==> src/rtl/exception_commit_unit_if.sv <==
`default_nettype none
// ============================================================================
// Module      : exception_commit_unit_if
// Description : Bundle of the commit-slot inputs, CP0 status inputs and the
//               registered exception decision outputs of the exception
//               commit unit.
//               slave  - the view of the exception commit unit itself
//               master - the view of the pipeline / environment driving it
// Revision    : 1.0 - initial release
// ============================================================================
interface exception_commit_unit_if #(
    parameter int NUM_SLOTS = 2,
    parameter int EXC_W     = 19,
    parameter int CODE_W    = 5
);
    localparam int c_slot_w = (NUM_SLOTS > 1) ? $clog2(NUM_SLOTS) : 1;

    // Commit-slot side
    logic [NUM_SLOTS-1:0]       Slot_Valid;
    logic [NUM_SLOTS*EXC_W-1:0] Slot_ExcBits;
    logic [NUM_SLOTS*32-1:0]    Slot_PC;
    logic [NUM_SLOTS-1:0]       Slot_InDelay;
    logic                       MEM_Stall;

    // Interrupt and CP0 status
    logic                       Interrupt_Req;
    logic                       CP0_Status_IE;
    logic                       CP0_Status_EXL;
    logic                       CP0_Status_BEV;
    logic [31:0]                CP0_Ebase;

    // Registered decision
    logic                       Flush_Exception;
    logic [CODE_W-1:0]          MEM_ExcType;
    logic [1:0]                 EX_Entry_Sel;
    logic [31:0]                Exception_Vector;
    logic [31:0]                Exc_EPC;
    logic                       Exc_BD;
    logic [c_slot_w-1:0]        Exc_Slot;

    modport master (
        output Slot_Valid, Slot_ExcBits, Slot_PC, Slot_InDelay, MEM_Stall,
        output Interrupt_Req, CP0_Status_IE, CP0_Status_EXL, CP0_Status_BEV, CP0_Ebase,
        input  Flush_Exception, MEM_ExcType, EX_Entry_Sel, Exception_Vector,
        input  Exc_EPC, Exc_BD, Exc_Slot
    );

    modport slave (
        input  Slot_Valid, Slot_ExcBits, Slot_PC, Slot_InDelay, MEM_Stall,
        input  Interrupt_Req, CP0_Status_IE, CP0_Status_EXL, CP0_Status_BEV, CP0_Ebase,
        output Flush_Exception, MEM_ExcType, EX_Entry_Sel, Exception_Vector,
        output Exc_EPC, Exc_BD, Exc_Slot
    );
endinterface
`default_nettype wire

==> src/rtl/exception_commit_unit.sv <==
`default_nettype none
// ============================================================================
// Module      : exception_commit_unit
// Description : Registered multi-slot exception arbiter at the MEM1/commit
//               boundary. Picks the oldest valid slot carrying an exception
//               (or the pending interrupt), the highest-priority cause in that
//               slot, computes the handler vector / EPC / BD, issues a
//               one-cycle flush and then ignores the slots for DRAIN_CYC
//               cycles while the pipeline empties.
// Ports       : clk  - clock
//               rst  - synchronous reset, active-high
//               bus  - exception_commit_unit_if.slave: slot valid/cause/PC/
//                      delay-slot inputs, stall, interrupt request, CP0
//                      status/Ebase inputs; flush, cause code, entry select,
//                      vector, EPC, BD and slot-index outputs
// Revision    : 1.0 - initial release
// ============================================================================
module exception_commit_unit #(
    parameter int               NUM_SLOTS   = 2,
    parameter int               EXC_W       = 19,
    parameter int               CODE_W      = 5,
    parameter int               REFETCH_IDX = 0,
    parameter int               ERET_IDX    = 9,
    parameter int               INT_IDX     = 1,
    parameter logic [EXC_W-1:0] TLBR_MASK   = 19'h0A008,
    parameter int               DRAIN_CYC   = 2
) (
    input  logic                   clk,
    input  logic                   rst,
    exception_commit_unit_if.slave bus
);

    localparam int          c_slot_w   = (NUM_SLOTS > 1) ? $clog2(NUM_SLOTS) : 1;
    localparam int          c_cnt_w    = (DRAIN_CYC > 1) ? $clog2(DRAIN_CYC) : 1;
    localparam logic [31:0] c_bev_base = 32'hBFC0_0200;
    localparam logic [31:0] c_gen_off  = 32'h0000_0180;

    typedef enum logic [1:0] {
        ST_IDLE   = 2'd0,
        ST_COMMIT = 2'd1,
        ST_DRAIN  = 2'd2
    } state_t;

    // ------------------------------------------------------------------
    // Registered state
    // ------------------------------------------------------------------
    state_t              r_state;
    logic [c_cnt_w-1:0]  r_cnt;
    logic                r_int_pending;
    logic                r_int_commit;    // current decision is an interrupt
    logic                r_flush;
    logic [CODE_W-1:0]   r_code;
    logic [1:0]          r_entry_sel;
    logic [31:0]         r_vector;
    logic [31:0]         r_epc;
    logic                r_bd;
    logic [c_slot_w-1:0] r_slot;

    // ------------------------------------------------------------------
    // Combinational decision
    // ------------------------------------------------------------------
    logic [EXC_W-1:0]    w_bits [NUM_SLOTS];
    logic [31:0]         w_pc   [NUM_SLOTS];
    logic                w_found;
    logic [c_slot_w-1:0] w_sel_slot;
    logic                w_int_take;
    logic [EXC_W-1:0]    w_sel_bits;
    logic [31:0]         w_sel_pc;
    logic                w_sel_bd;
    logic [CODE_W-1:0]   w_cause_idx;
    logic                w_tlb;
    logic [CODE_W-1:0]   w_code;
    logic [1:0]          w_entry_sel;
    logic [31:0]         w_vector;
    logic [31:0]         w_epc;
    logic                w_int_req;

    state_t              w_state_next;
    logic [c_cnt_w-1:0]  w_cnt_next;
    logic                w_commit;

    generate
        for (genvar gi = 0; gi < NUM_SLOTS; gi++) begin : g_slot
            assign w_bits[gi] = bus.Slot_ExcBits[gi*EXC_W +: EXC_W];
            assign w_pc[gi]   = bus.Slot_PC[gi*32 +: 32];
        end
    endgenerate

    // Walk slots oldest-first. The first valid slot met is the oldest valid
    // one, which is the only slot an interrupt may attach to. The first slot
    // that qualifies wins; everything younger is discarded.
    always_comb begin
        logic v_first;
        v_first    = 1'b1;
        w_found    = 1'b0;
        w_sel_slot = '0;
        w_int_take = 1'b0;
        for (int i = 0; i < NUM_SLOTS; i++) begin
            if (bus.Slot_Valid[i] && !w_found) begin
                if ((w_bits[i] != '0) || (v_first && r_int_pending)) begin
                    w_found    = 1'b1;
                    w_sel_slot = c_slot_w'(i);
                    // Refetch is the one cause an interrupt cannot override
                    w_int_take = v_first && r_int_pending && !w_bits[i][REFETCH_IDX];
                end
                v_first = 1'b0;
            end
        end
    end

    assign w_sel_bits = w_bits[w_sel_slot];
    assign w_sel_pc   = w_pc[w_sel_slot];
    assign w_sel_bd   = bus.Slot_InDelay[w_sel_slot];

    // Lowest set bit is the highest-priority cause; scan high-to-low so the
    // last hit is the lowest index.
    always_comb begin
        w_cause_idx = '0;
        w_tlb       = 1'b0;
        for (int j = EXC_W - 1; j >= 0; j--) begin
            if (w_sel_bits[j]) begin
                w_cause_idx = CODE_W'(j);
                w_tlb       = TLBR_MASK[j];
            end
        end
        if (w_int_take) begin
            w_cause_idx = CODE_W'(INT_IDX);
            w_tlb       = TLBR_MASK[INT_IDX];
        end
    end

    assign w_code = w_cause_idx + CODE_W'(1);

    always_comb begin
        w_entry_sel = 2'd1;
        if (w_cause_idx == CODE_W'(REFETCH_IDX)) begin
            w_entry_sel = 2'd3;
        end else if (w_cause_idx == CODE_W'(ERET_IDX)) begin
            w_entry_sel = 2'd2;
        end
    end

    // TLB refill gets the dedicated offset-0 entry only outside EXL; a
    // nested refill goes to the general vector. Sum wraps naturally.
    assign w_vector = (bus.CP0_Status_BEV ? c_bev_base : bus.CP0_Ebase)
                    + ((w_tlb && !bus.CP0_Status_EXL) ? 32'h0 : c_gen_off);

    assign w_epc     = w_sel_bd ? (w_sel_pc - 32'd4) : w_sel_pc;
    assign w_int_req = bus.Interrupt_Req && bus.CP0_Status_IE && !bus.CP0_Status_EXL;

    // ------------------------------------------------------------------
    // FSM next state
    // ------------------------------------------------------------------
    always_comb begin
        w_state_next = r_state;
        w_cnt_next   = r_cnt;
        w_commit     = 1'b0;
        case (r_state)
            ST_IDLE: begin
                if (!bus.MEM_Stall && w_found) begin
                    w_commit     = 1'b1;
                    w_state_next = ST_COMMIT;
                end
            end
            ST_COMMIT: begin
                if (DRAIN_CYC > 0) begin
                    w_state_next = ST_DRAIN;
                    w_cnt_next   = c_cnt_w'(DRAIN_CYC - 1);
                end else begin
                    w_state_next = ST_IDLE;
                end
            end
            ST_DRAIN: begin
                if (r_cnt == '0) begin
                    w_state_next = ST_IDLE;
                end else begin
                    w_cnt_next = r_cnt - c_cnt_w'(1);
                end
            end
            default: begin
                w_state_next = ST_IDLE;
            end
        endcase
    end

    // ------------------------------------------------------------------
    // State and decision registers
    // ------------------------------------------------------------------
    always_ff @(posedge clk) begin
        if (rst) begin
            r_state       <= ST_IDLE;
            r_cnt         <= '0;
            r_int_pending <= 1'b0;
            r_int_commit  <= 1'b0;
            r_flush       <= 1'b0;
            r_code        <= '0;
            r_entry_sel   <= 2'd0;
            r_vector      <= 32'h0;
            r_epc         <= 32'h0;
            r_bd          <= 1'b0;
            r_slot        <= '0;
        end else begin
            r_state <= w_state_next;
            r_cnt   <= w_cnt_next;
            r_flush <= w_commit;
            // The interrupt is consumed in its own commit cycle; a request
            // still asserted afterwards re-latches on the following edge.
            r_int_pending <= w_int_req && !((r_state == ST_COMMIT) && r_int_commit);
            if (w_commit) begin
                r_int_commit <= w_int_take;
                r_code       <= w_code;
                r_entry_sel  <= w_entry_sel;
                r_vector     <= w_vector;
                r_epc        <= w_epc;
                r_bd         <= w_sel_bd;
                r_slot       <= w_sel_slot;
            end
        end
    end

    assign bus.Flush_Exception  = r_flush;
    assign bus.MEM_ExcType      = r_code;
    assign bus.EX_Entry_Sel     = r_entry_sel;
    assign bus.Exception_Vector = r_vector;
    assign bus.Exc_EPC          = r_epc;
    assign bus.Exc_BD           = r_bd;
    assign bus.Exc_Slot         = r_slot;

endmodule
`default_nettype wire

==> src/flat_wrapper.sv <==
// flat-port wrapper written by rule: the top's interface ports become plain ports
module exception_commit_unit_flat 
#(
    parameter int               NUM_SLOTS   = 2,
    parameter int               EXC_W       = 19,
    parameter int               CODE_W      = 5,
    parameter int               REFETCH_IDX = 0,
    parameter int               ERET_IDX    = 9,
    parameter int               INT_IDX     = 1,
    parameter logic [EXC_W-1:0] TLBR_MASK   = 19'h0A008,
    parameter int               DRAIN_CYC   = 2
)
  (clk, rst, bus_Slot_Valid, bus_Slot_ExcBits, bus_Slot_PC, bus_Slot_InDelay, bus_MEM_Stall, bus_Interrupt_Req, bus_CP0_Status_IE, bus_CP0_Status_EXL, bus_CP0_Status_BEV, bus_CP0_Ebase, bus_Flush_Exception, bus_MEM_ExcType, bus_EX_Entry_Sel, bus_Exception_Vector, bus_Exc_EPC, bus_Exc_BD, bus_Exc_Slot);
  exception_commit_unit_if #(.NUM_SLOTS(NUM_SLOTS), .EXC_W(EXC_W), .CODE_W(CODE_W)) bus_i ();
  input  logic clk;
  input  logic rst;
  input wire logic [$bits(bus_i.Slot_Valid)-1:0] bus_Slot_Valid;
  input wire logic [$bits(bus_i.Slot_ExcBits)-1:0] bus_Slot_ExcBits;
  input wire logic [$bits(bus_i.Slot_PC)-1:0] bus_Slot_PC;
  input wire logic [$bits(bus_i.Slot_InDelay)-1:0] bus_Slot_InDelay;
  input wire logic [$bits(bus_i.MEM_Stall)-1:0] bus_MEM_Stall;
  input wire logic [$bits(bus_i.Interrupt_Req)-1:0] bus_Interrupt_Req;
  input wire logic [$bits(bus_i.CP0_Status_IE)-1:0] bus_CP0_Status_IE;
  input wire logic [$bits(bus_i.CP0_Status_EXL)-1:0] bus_CP0_Status_EXL;
  input wire logic [$bits(bus_i.CP0_Status_BEV)-1:0] bus_CP0_Status_BEV;
  input wire logic [$bits(bus_i.CP0_Ebase)-1:0] bus_CP0_Ebase;
  output wire logic [$bits(bus_i.Flush_Exception)-1:0] bus_Flush_Exception;
  output wire logic [$bits(bus_i.MEM_ExcType)-1:0] bus_MEM_ExcType;
  output wire logic [$bits(bus_i.EX_Entry_Sel)-1:0] bus_EX_Entry_Sel;
  output wire logic [$bits(bus_i.Exception_Vector)-1:0] bus_Exception_Vector;
  output wire logic [$bits(bus_i.Exc_EPC)-1:0] bus_Exc_EPC;
  output wire logic [$bits(bus_i.Exc_BD)-1:0] bus_Exc_BD;
  output wire logic [$bits(bus_i.Exc_Slot)-1:0] bus_Exc_Slot;
  assign bus_i.Slot_Valid = bus_Slot_Valid;
  assign bus_i.Slot_ExcBits = bus_Slot_ExcBits;
  assign bus_i.Slot_PC = bus_Slot_PC;
  assign bus_i.Slot_InDelay = bus_Slot_InDelay;
  assign bus_i.MEM_Stall = bus_MEM_Stall;
  assign bus_i.Interrupt_Req = bus_Interrupt_Req;
  assign bus_i.CP0_Status_IE = bus_CP0_Status_IE;
  assign bus_i.CP0_Status_EXL = bus_CP0_Status_EXL;
  assign bus_i.CP0_Status_BEV = bus_CP0_Status_BEV;
  assign bus_i.CP0_Ebase = bus_CP0_Ebase;
  assign bus_Flush_Exception = bus_i.Flush_Exception;
  assign bus_MEM_ExcType = bus_i.MEM_ExcType;
  assign bus_EX_Entry_Sel = bus_i.EX_Entry_Sel;
  assign bus_Exception_Vector = bus_i.Exception_Vector;
  assign bus_Exc_EPC = bus_i.Exc_EPC;
  assign bus_Exc_BD = bus_i.Exc_BD;
  assign bus_Exc_Slot = bus_i.Exc_Slot;
  exception_commit_unit #(.NUM_SLOTS(NUM_SLOTS), .EXC_W(EXC_W), .CODE_W(CODE_W), .REFETCH_IDX(REFETCH_IDX), .ERET_IDX(ERET_IDX), .INT_IDX(INT_IDX), .TLBR_MASK(TLBR_MASK), .DRAIN_CYC(DRAIN_CYC)) u_core (.clk(clk), .rst(rst), .bus(bus_i));
endmodule
==> config.mk <==
export PLATFORM = sky130hd
export DESIGN_NAME = exception_commit_unit_flat
export DESIGN_NICKNAME = d
export VERILOG_FILES = /design/src/rtl/exception_commit_unit_if.sv /design/src/rtl/exception_commit_unit.sv /design/src/flat_wrapper.sv
export SDC_FILE = /design/constraint.sdc
export NUM_CORES = 1
export LEC_CHECK = 0
export ABC_AREA = 1
export CORE_MARGIN = 5
export CORE_UTILIZATION = 40
export DETAILED_ROUTE_END_ITERATION = 6
export GPL_ROUTABILITY_DRIVEN = 0
export PLACE_DENSITY = 0.78
export SLEW_MARGIN = 20
export SYNTH_ARGS = -nofsm -noshare
export SYNTH_HDL_FRONTEND = slang
export SYNTH_SLANG_ARGS = --single-unit
==> constraint.sdc <==
create_clock -name clk -period 5.3 [get_ports clk]
set_input_delay 1.06 -clock clk [delete_from_list [all_inputs] [get_ports clk]]
set_output_delay 1.06 -clock clk [all_outputs]
set_load 0.02 [all_outputs]
# Word-level counts from Yosys, hierarchy flattened
# Cells that the tools add are included.
dict set report totals {
  reg_bits 79
  latch_bits 0
  ram_bits 0
  mem_bits_ro 0
  inputBits 145
  output_inout_bits 74
  wordCells 115
  n_memories 0
}
dict set report op_classes {
  add_sub_neg 4
  mul 0
  div_mod_pow 0
  magnitude_cmp 2
  n_eq_ne 5
  n_shift 0
  n_mux 68
  bitwise_logic 1
  reduce_logical 24
}
# cell n
set ops {}
lappend ops {{32-bit two-way mux} 5}
lappend ops {{5-bit two-way mux} 20}
lappend ops {{19-bit two-way mux} 3}
lappend ops {{19-bit nonzero test} 2}
lappend ops {{1-bit two-way mux} 33}
lappend ops {{32-bit adder} 1}
lappend ops {{32-bit by 3-bit subtractor with 32-bit output, second input constant} 1}
lappend ops {{1-bit logical AND} 10}
lappend ops {{9-bit two-way mux} 1}
lappend ops {{2-bit two-way mux} 4}
lappend ops {{1-bit logical NOT} 6}
lappend ops {{2-bit case mux with 3 select lines} 1}
lappend ops {{5-bit by 1-bit adder with 5-bit output, second input constant} 1}
lappend ops {{5-bit by 4-bit equality test with 1-bit output, second input constant} 1}
lappend ops {{5-bit logical NOT} 1}
lappend ops {{2-bit by 1-bit equality test with 1-bit output, second input constant} 1}
lappend ops {{2-bit equality test, second input constant} 1}
lappend ops {{2-bit greater-or-equal comparator, second input constant} 1}
lappend ops {{2-bit logical NOT} 1}
lappend ops {{1-bit logical OR} 2}
lappend ops {{1-bit by 2-bit < comparator with 1-bit output, second input constant} 1}
lappend ops {{2-bit by 1-bit inequality test with 1-bit output, second input constant} 1}
lappend ops {{2-bit inequality test, second input constant} 1}
lappend ops {{1-bit inverter with 2-bit output} 1}
lappend ops {{other kinds (4)} 4}

# Longest topological paths before layout
# Gate-level depths: netlist of run 1.
dict set report logic_depth {
  depth_word 34
  mapped_depth 32
  ltp_nobuf 31
}

# Worst setup path before layout of run 1
# Ideal clock, no wire load.
dict set report synth_timing {
  path_kind {input to register}
  start {in bus_Slot_ExcBits[17]}
  end {reg u_core.r_vector[30], in the netlist u_core.bus.Exception_Vector[30]}
  setup_time_ps 119
  t_arrival_ps 4970
  required_time_ps 5181
  slack_ps 212
  path_stages 28
  path_buffers 2
  path_cell_list {or2_1 -> nor2_1 -> nand3_1 -> nand2_4 -> nand3_4 -> buf_6 -> buf_6 -> mux2i_1 -> nand2_1 -> nor2_1 -> inv_1 -> o31ai_1 -> nand2_1 -> ha_1 -> a21oi_1 -> nor2_1 -> nand2_1 -> nor3_1 -> nand2_1 -> nor2_2 -> nand4_1 -> nor4_2 -> nand3_1 -> nor3_2 -> nand3_1 -> nor3_1 -> nor2_1 -> o221a_2}
}
dict set report synth_between {
  elab_chain_cells 31
  elab_cells_between_ends 40
  cone_classes {add/sub (1); mux (32); bitwise (1); reduce/logical (6)}
}
# element line_no
set synth_rtl {}
lappend synth_rtl {{start, declared} flat_wrapper.sv:18} ;# input wire logic [$bits(bus_i.Slot_ExcBits)-1:0] bus_Slot_ExcBits;
lappend synth_rtl {{19-bit nonzero test (*)} exception_commit_unit.sv:100} ;# if ((w_bits[i] != '0) || (v_first && r_int_pending)) begin
lappend synth_rtl {{1-bit logical OR (*)} exception_commit_unit.sv:100}
lappend synth_rtl {{1-bit two-way mux} exception_commit_unit.sv:100}
lappend synth_rtl {{1-bit two-way mux} exception_commit_unit.sv:99} ;# if (bus.Slot_Valid[i] && !w_found) begin
lappend synth_rtl {{1-bit logical NOT} exception_commit_unit.sv:99}
lappend synth_rtl {{1-bit logical AND} exception_commit_unit.sv:99}
lappend synth_rtl {{1-bit two-way mux} exception_commit_unit.sv:99}
lappend synth_rtl {{1-bit inverter with 2-bit output (not written as such)} exception_commit_unit.sv:111} ;# assign w_sel_bits = w_bits[w_sel_slot];
lappend synth_rtl {{19-bit two-way mux (not written as such) (3 in a row)} exception_commit_unit.sv:111}
lappend synth_rtl {{1-bit two-way mux (16 in a row)} exception_commit_unit.sv:121} ;# if (w_sel_bits[j]) begin
lappend synth_rtl {{1-bit two-way mux} exception_commit_unit.sv:126} ;# if (w_int_take) begin
lappend synth_rtl {{1-bit logical AND} exception_commit_unit.sv:146} ;# + ((w_tlb && !bus.CP0_Status_EXL) ? 32'h0 : c_gen_off);
lappend synth_rtl {{9-bit two-way mux} exception_commit_unit.sv:146}
lappend synth_rtl {{32-bit adder} exception_commit_unit.sv:146}
lappend synth_rtl {{end signal, assigned} exception_commit_unit.sv:213} ;# r_vector <= w_vector;
lappend synth_rtl {{end, declared} exception_commit_unit.sv:54} ;# logic [31:0] r_vector;
# Mark *: on every way between the ends. The rest lies on a longest branch, timed or not. The select of a mux whose other input is x is not followed.
# A chain may end at the register's enable or synchronous reset.

# Worst setup path in the final report of run 1
dict set report layout_timing {
  start {in bus_Slot_ExcBits[18]}
  end {reg u_core.r_vector[30], in the netlist u_core.bus.Exception_Vector[30]}
}
# The elaborated chain is that of the path after synthesis.

==> qor.txt, run 1 <==
Die W - 127 µm
Yosys synthesis warning count - 0
Post-synth EDFFs - 0
Final WS setup - 0.215 ns
Dpl hpwl - 13,200 µm
CP Data Required Time - 5.54 ns
Antenna viol nets, final - 0
Fin area - 8730 µm²
Static Leak - 0.00398 µW
Clk_skew - 0.00504 ns
Main synth FF type - dfxtp_1
DRC errors left - 0
Die height - 127 µm
Area Overhead vs Synth - 60.5%
Crit path capture type - register
CTS tree - done
Initial Util - 40.9%
Actual slew at the worst max-slew pin - 1.05 ns
R2R cell count - 28
Via count - 6,100
Critical path's top delay family - simple AND/OR/NAND/NOR gates
Hold depth - 2
Placed cell area - 8060 µm²
Top cell type's share of synthesized area - 29.1%
Cell Pwr Density - 236 nW/µm²
Most frequent cells in the layout - clkdlybuf4s50_1, nand2_1, nor2_1
Top cell type by total area after synthesis - dfxtp_1
Clk_lat worst skew - 0.35 ns
Crit path kind - primary input to register
Post-layout min period - 5.08 ns
Root Driver - clkbuf_16
CTS sink count - 79
Crit-path max FO - 7
Post-Syn Area per Cell - 6.74 µm²
Slew HR - 29.8%
Core Util, Final - 65.7%
Die area - 16,000 µm²
Pin count of the biggest net entering global routing - 117
GRT Max-Usage Layer - met2
Status - finished clean
# hold bufs at CTS - 0
Clock buffer count from CTS - 9
Initial DRT Pass Iterations - 5
N_diodes - 0
Area contributors post-synth - dfxtp_1, nand2_1, nor2_1
Wire per inst - 14.6 µm
Largest stage delay, worst path - 0.30 ns
GRT Total Usage - 20.9%
Synth cell types - 47
MaxCap Viol Count - 0
Routing usage on met1 - 24.3%
Row cnt - 42
Post-synthesis net count - 963
Max Fclk - 197 MHz
Yosys reg bits - 79
Worst IR Drop VDD - 0.000160 V
Setup_tns - 0 ns
Post-synthesis sequential area ratio - 29.1%
Commonest non-fill, non-tap cell in the layout - clkdlybuf4s50_1
# H-tree levels - 3
Worst path bufs/invs - 4
First-pass GRT wire length - 27,700 µm
Number of global-route vias before repair - 5,966
Gate Count Post-Synth - 807
Fraction of layout cells with a size suffix above 1 - 17.4%
Vias/cell - 4.89
Met2 global-route usage - 36.6%
Reg2reg start - u_core.r_int_pending
Hold Path Class - register to register
Async S/R FF share, synth - 0%
Starting DRC count in detailed routing - 301
PortBufs - 218
Endpoints failing setup - 0
Startpoint types - primary input
WP depth - 29
Post-Route WL - 18,200 µm
CP startpoint - bus_Slot_ExcBits[18]
Worst EP arrival - 5.33 ns
Initial antenna violation count - 0
Fin crit share - 95.9%
Max-slew violation count - 0
IO Pins - 219
CORE AREA - 13,300 µm²
Clk slew on worst S/H paths - 0.07 ns
Endpoints failing hold - 0
Crit-path slowest cell - ha_4
Pre-CTS WS - -0.484 ns
M3 GR Usage - 5.21%
Remaining global-route overflow - 0
Final nets - 1,224
Clk buf depth - 2
Cell area after synthesis - 5440 µm²
Hold path start - u_core.bus.Exception_Vector[5]
worst paths after layout:
check                                    endpoint  slack, ns
hold / removal     u_core.bus.Exception_Vector[5]       0.46
setup / recovery  u_core.bus.Exception_Vector[30]       0.22
hold reg to reg    u_core.bus.Exception_Vector[5]       0.46
setup reg to reg  u_core.bus.Exception_Vector[30]       0.72
power by group:
part | leakage, µW | internal, µW | switching, µW
clock | 0.000153 | 412 | 260
sequential | 0.000650 | 663 | 32.5
combinational | 0.00318 | 325 | 365
total | 0.00398 | 1400 | 657
kinds of logic (layout without fill, tap and decap cells):
family,Yosys count,after routing,synth area share [%]
AO/OA/AOI/OAI,152,152,15.7
XOR/XNOR,43,43,6.92
adder cells (fa/ha/maj),11,11,2.67
buffers and inverters,139,404,10.7
flip-flops,79,79,29.1
multiplexers,18,18,3.75
AND/OR/NAND/NOR,365,365,31.2
synthesized netlist by cell type, drive strengths merged, types with 2 or more instances:
cell type,instances
nand2,140
nor2,128
inv,104
dfxtp,79
o21ai,78
a21oi,53
nand3,37
xor2,31
or2,24
clkbuf,21
mux2i,18
nand4,15
nor3,15
buf,14
xnor2,12
ha,10
o211ai,7
a31oi,5
nor4,5
o221ai,3
o31ai,2
flip-flops by register name, indices dropped and copies added (netlist names):
register and count:
u_core.bus.EX_Entry_Sel 2, u_core.bus.Exc_BD 1, u_core.bus.Exc_EPC 32, u_core.bus.Exc_Slot 1, u_core.bus.Exception_Vector 32, u_core.bus.Flush_Exception 1
u_core.bus.MEM_ExcType 5, u_core.r_cnt 1, u_core.r_int_commit 1, u_core.r_int_pending 1, u_core.r_state 2
layout make-up:
class | count | area, µm²
fill | 1146 | 4560
multi-input combinational | 589 | 3460
timing repair buffer | 285 | 2770
sequential | 79 | 1580
inverter | 104 | 390
clock buffer | 10 | 229
tap | 176 | 220
clock inverter | 5 | 82.6
routing by layer:
metal	vias to the layer above	wire length [µm]
li1	3120	-
met1	2778	7630
met2	167	9010
met3	35	1090
met4	0	463
met5	-	0
per-stage QoR:
step / std cells / hold WS, ns / power (µW)
2_1_floorplan: 807 / 0.417 / 1050
3_3_place_gp: 1219 / 0.451 / 1370
3_5_place_dp: 1219 / 0.457 / 1380
4_1_cts: 1242 / 0.466 / 2060
5_1_grt: 1248 / 0.497 / 2160
6_report: 1248 / 0.462 / 2060
tightest hold or removal path: stages, from the launching register on:
cell	delay [ns]
dfxtp_1	0.31
nand2_1	0.06
a21oi_1	0.05
timing repair:
item,CTS,global route
resized for setup,4,83
endpoints found under the setup margin,2,11
setup buffers,8,8
pin swaps,4,63
Note: power is estimated with default switching activity, not from simulation.
==> run 2, diff against run 1 <==
--- a/config.mk
+++ b/config.mk
@@ -10,7 +10,9 @@
 export CORE_UTILIZATION = 40
 export DETAILED_ROUTE_END_ITERATION = 6
 export GPL_ROUTABILITY_DRIVEN = 0
+export HOLD_SLACK_MARGIN = 0.06
 export PLACE_DENSITY = 0.78
+export SETUP_SLACK_MARGIN = 0.4
 export SLEW_MARGIN = 20
 export SYNTH_ARGS = -nofsm -noshare
 export SYNTH_HDL_FRONTEND = slang
==> run 2 against run 1 <==
Setup slack got worse by 0.16 ns. Hold slack improved by 0.0073 ns. Routed wire length increased by 10%. Global-route usage increased by 1.7 points. Maximum frequency decreased by 3.0%. Critical path depth increased by 2. Final cell count increased by 5.8%. Sequential share of layout area decreased by 0.91 points.
==> qor.txt, run 2 (synthesis gave the netlist of run 1 again) <==
Row cnt - 42 (unchanged)
DRC errors left - 0 (unchanged)
Actual slew at the worst max-slew pin - 0.876 ns (-0.176 ns)
Fraction of layout cells with a size suffix above 1 - 25.9% (+8.5 points)
Worst IR Drop VDD - 0.000175 V (+9.7%)
Filler cell count - 1,075 (-6.2%)
# H-tree levels - 3 (unchanged)
N_diodes - 0 (unchanged)
Initial Util - 40.9% (unchanged)
Largest stage delay, worst path - 0.41 ns (+0.11 ns)
Clk_lat worst skew - 0.34 ns (about the same)
First-pass GRT wire length - 29,800 µm (+7.6%)
Vias/cell - 5.02 (+2.8%)
Clock buffer count from CTS - 9 (unchanged)
CORE AREA - 13,300 µm² (unchanged)
Placed Cells - 1,220 (+0.082%)
CTS sink count - 79 (unchanged)
Initial DRT Pass Iterations - 6 (+1)
Final nets - 1,296 (+5.9%)
MaxCap Viol Count - 0 (unchanged)
Area Overhead vs Synth - 69.1%
Hold Path Class - register to register
Most frequent cells in the layout - clkdlybuf4s50_1, nand2_1, buf_4
Clk slew on worst S/H paths - 0.06 ns (about the same)
Post-layout min period - 5.24 ns (+0.160 ns)
Antenna viol nets, final - 0 (unchanged)
Pin count of the biggest net entering global routing - 70 (-40%)
Commonest non-fill, non-tap cell in the layout - clkdlybuf4s50_1
Area of the multi-input gates - 3530 µm² (+2.0%)
Endpoints failing setup - 0 (unchanged)
Clk_skew - 0.00760 ns (+0.00256 ns)
Fin crit share - 98.9% (+3.0 points)
Crit-path slowest cell - o21ai_0
Dpl hpwl - 13,100 µm (-0.93%)
Via count - 6,638 (+8.8%)
Worst EP arrival - 5.48 ns (+0.15 ns)
Startpoint types - primary input
Final Hold Slack - 0.469 ns (+0.00734 ns)
Wire per inst - 15.2 µm (+4.0%)
CP Data Required Time - 5.53 ns (about the same)
Crit path kind - primary input to register
Max Fclk - 191 MHz (-3.0%)
Final Non-Filler Cells - 1,321 (+5.8%)
Remaining global-route overflow - 0 (unchanged)
Slew HR - 41.2% (+11 points)
CTS tree - done
Crit-path max FO - 8 (+1)
Initial antenna violation count - 0 (unchanged)
Post-Route WL - 20,000 µm (+10%)
Overall power - 2100 µW (+1.9%)
Max-slew violation count - 0 (unchanged)
Root Driver - clkbuf_16
IO Pins - 219 (unchanged)
Clk buf depth - 2 (unchanged)
Die area - 16,000 µm² (unchanged)
Cell Pwr Density - 228 nW/µm² (-3.3%)
Die W - 127 µm (unchanged)
Status - finished clean
Register area - 1580 µm² (unchanged)
Endpoints failing hold - 0 (unchanged)
Number of global-route vias before repair - 6,312 (+5.8%)
Static Leak - 0.00407 µW (+2.1%)
GRT Total Usage - 22.7% (+1.7 points)
RSZ-0062 raised after global routing - yes
Starting DRC count in detailed routing - 391 (+30%)
PortBufs - 218 (unchanged)
Crit path capture type - register
Die height - 127 µm (unchanged)
[run 2: changes by cell type in the layout (fill, tap and decap cells not counted), sizes merged]
| cell | before | now |
|---|---|---|
| clkinv | 3 | 4 |
| clkdlybuf4s15 | 0 | 9 |
| dlymetal6s2s | 35 | 1 |
| buf | 67 | 155 |
| inv | 104 | 103 |
| clkbuf | 14 | 22 |
| clkdlybuf4s50 | 179 | 178 |
| nand3 | 37 | 38 |
| dlygate4sd2 | 0 | 2 |
[run 2: routing by layer]
metal | up-vias | global-route usage (%) | part of all wire, %
li1 | 3279 | - | -
met1 | 3010 | 25.4 | 39
met2 | 283 | 40.1 | 50
met3 | 66 | 5.67 | 6.8
met4 | 0 | 10.6 | 4.5
met5 | - | 0 | 0
[run 2: area by class of cell]
| cell class | instances | area share (%) |
|---|---|---|
| Tap cell | 176 | 2.39 |
| Clock buffer | 11 | 2.53 |
| Multi-Input combinational cell | 590 | 38.4 |
| Inverter | 104 | 4.27 |
| Clock inverter | 5 | 0.898 |
| Timing Repair Buffer | 356 | 34.3 |
| Sequential cell | 79 | 17.2 |
[run 2: power breakdown]
part	total (µW)	internal, µW	switching, µW
Clock	661	414	247
Sequential	696	663	33.1
Combinational	739	352	387
[run 2: worst paths after layout]
| kind | start | depth (start not counted) | slack (ns) | endpoint |
|---|---|---|---|---|
| worst max-delay path | bus_Slot_ExcBits[11] | 31 | 0.06 | u_core.bus.Exception_Vector[30] |
| worst min-delay path | u_core.bus.Exception_Vector[4] | 2 | 0.47 | u_core.bus.Exception_Vector[4] |
| worst max register to register | u_core.r_int_pending | 29 | 0.52 | u_core.bus.Exception_Vector[30] |
| worst min register to register | u_core.bus.Exception_Vector[4] | 2 | 0.47 | u_core.bus.Exception_Vector[4] |
[run 2: critical path, delay by kind of cell]
family,cells,cell delay [ns]
and+or+nand+nor,21,2.85
adders and majority gates,1,0.14
buffers and inverters,6,0.74
AOI/OAI and AO/OA,3,0.69
[run 2: repair_timing]
item	CTS	global route
gates cloned	1	0
setup buffers	67	17
gates resized for setup	116	81
hold buffers	0	0
pin swaps	45	66
setup endpoints to repair	9	17
[run 2: per-stage QoR]
stage | TNS [ns] | worst slack, ns | util [%] | cell area, µm²
after detailed placement | -1.85 | -0.459 | 60.7 | 8070
final | 0 | 0.0557 | 69.2 | 9200
after global placement | -0.897 | -0.332 | 60.7 | 8070
after global routing | -0.695 | -0.236 | 69.2 | 9200
after CTS | 0 | 0.391 | 66.9 | 8890
after floorplan | 0 | 0.212 | - | 5440
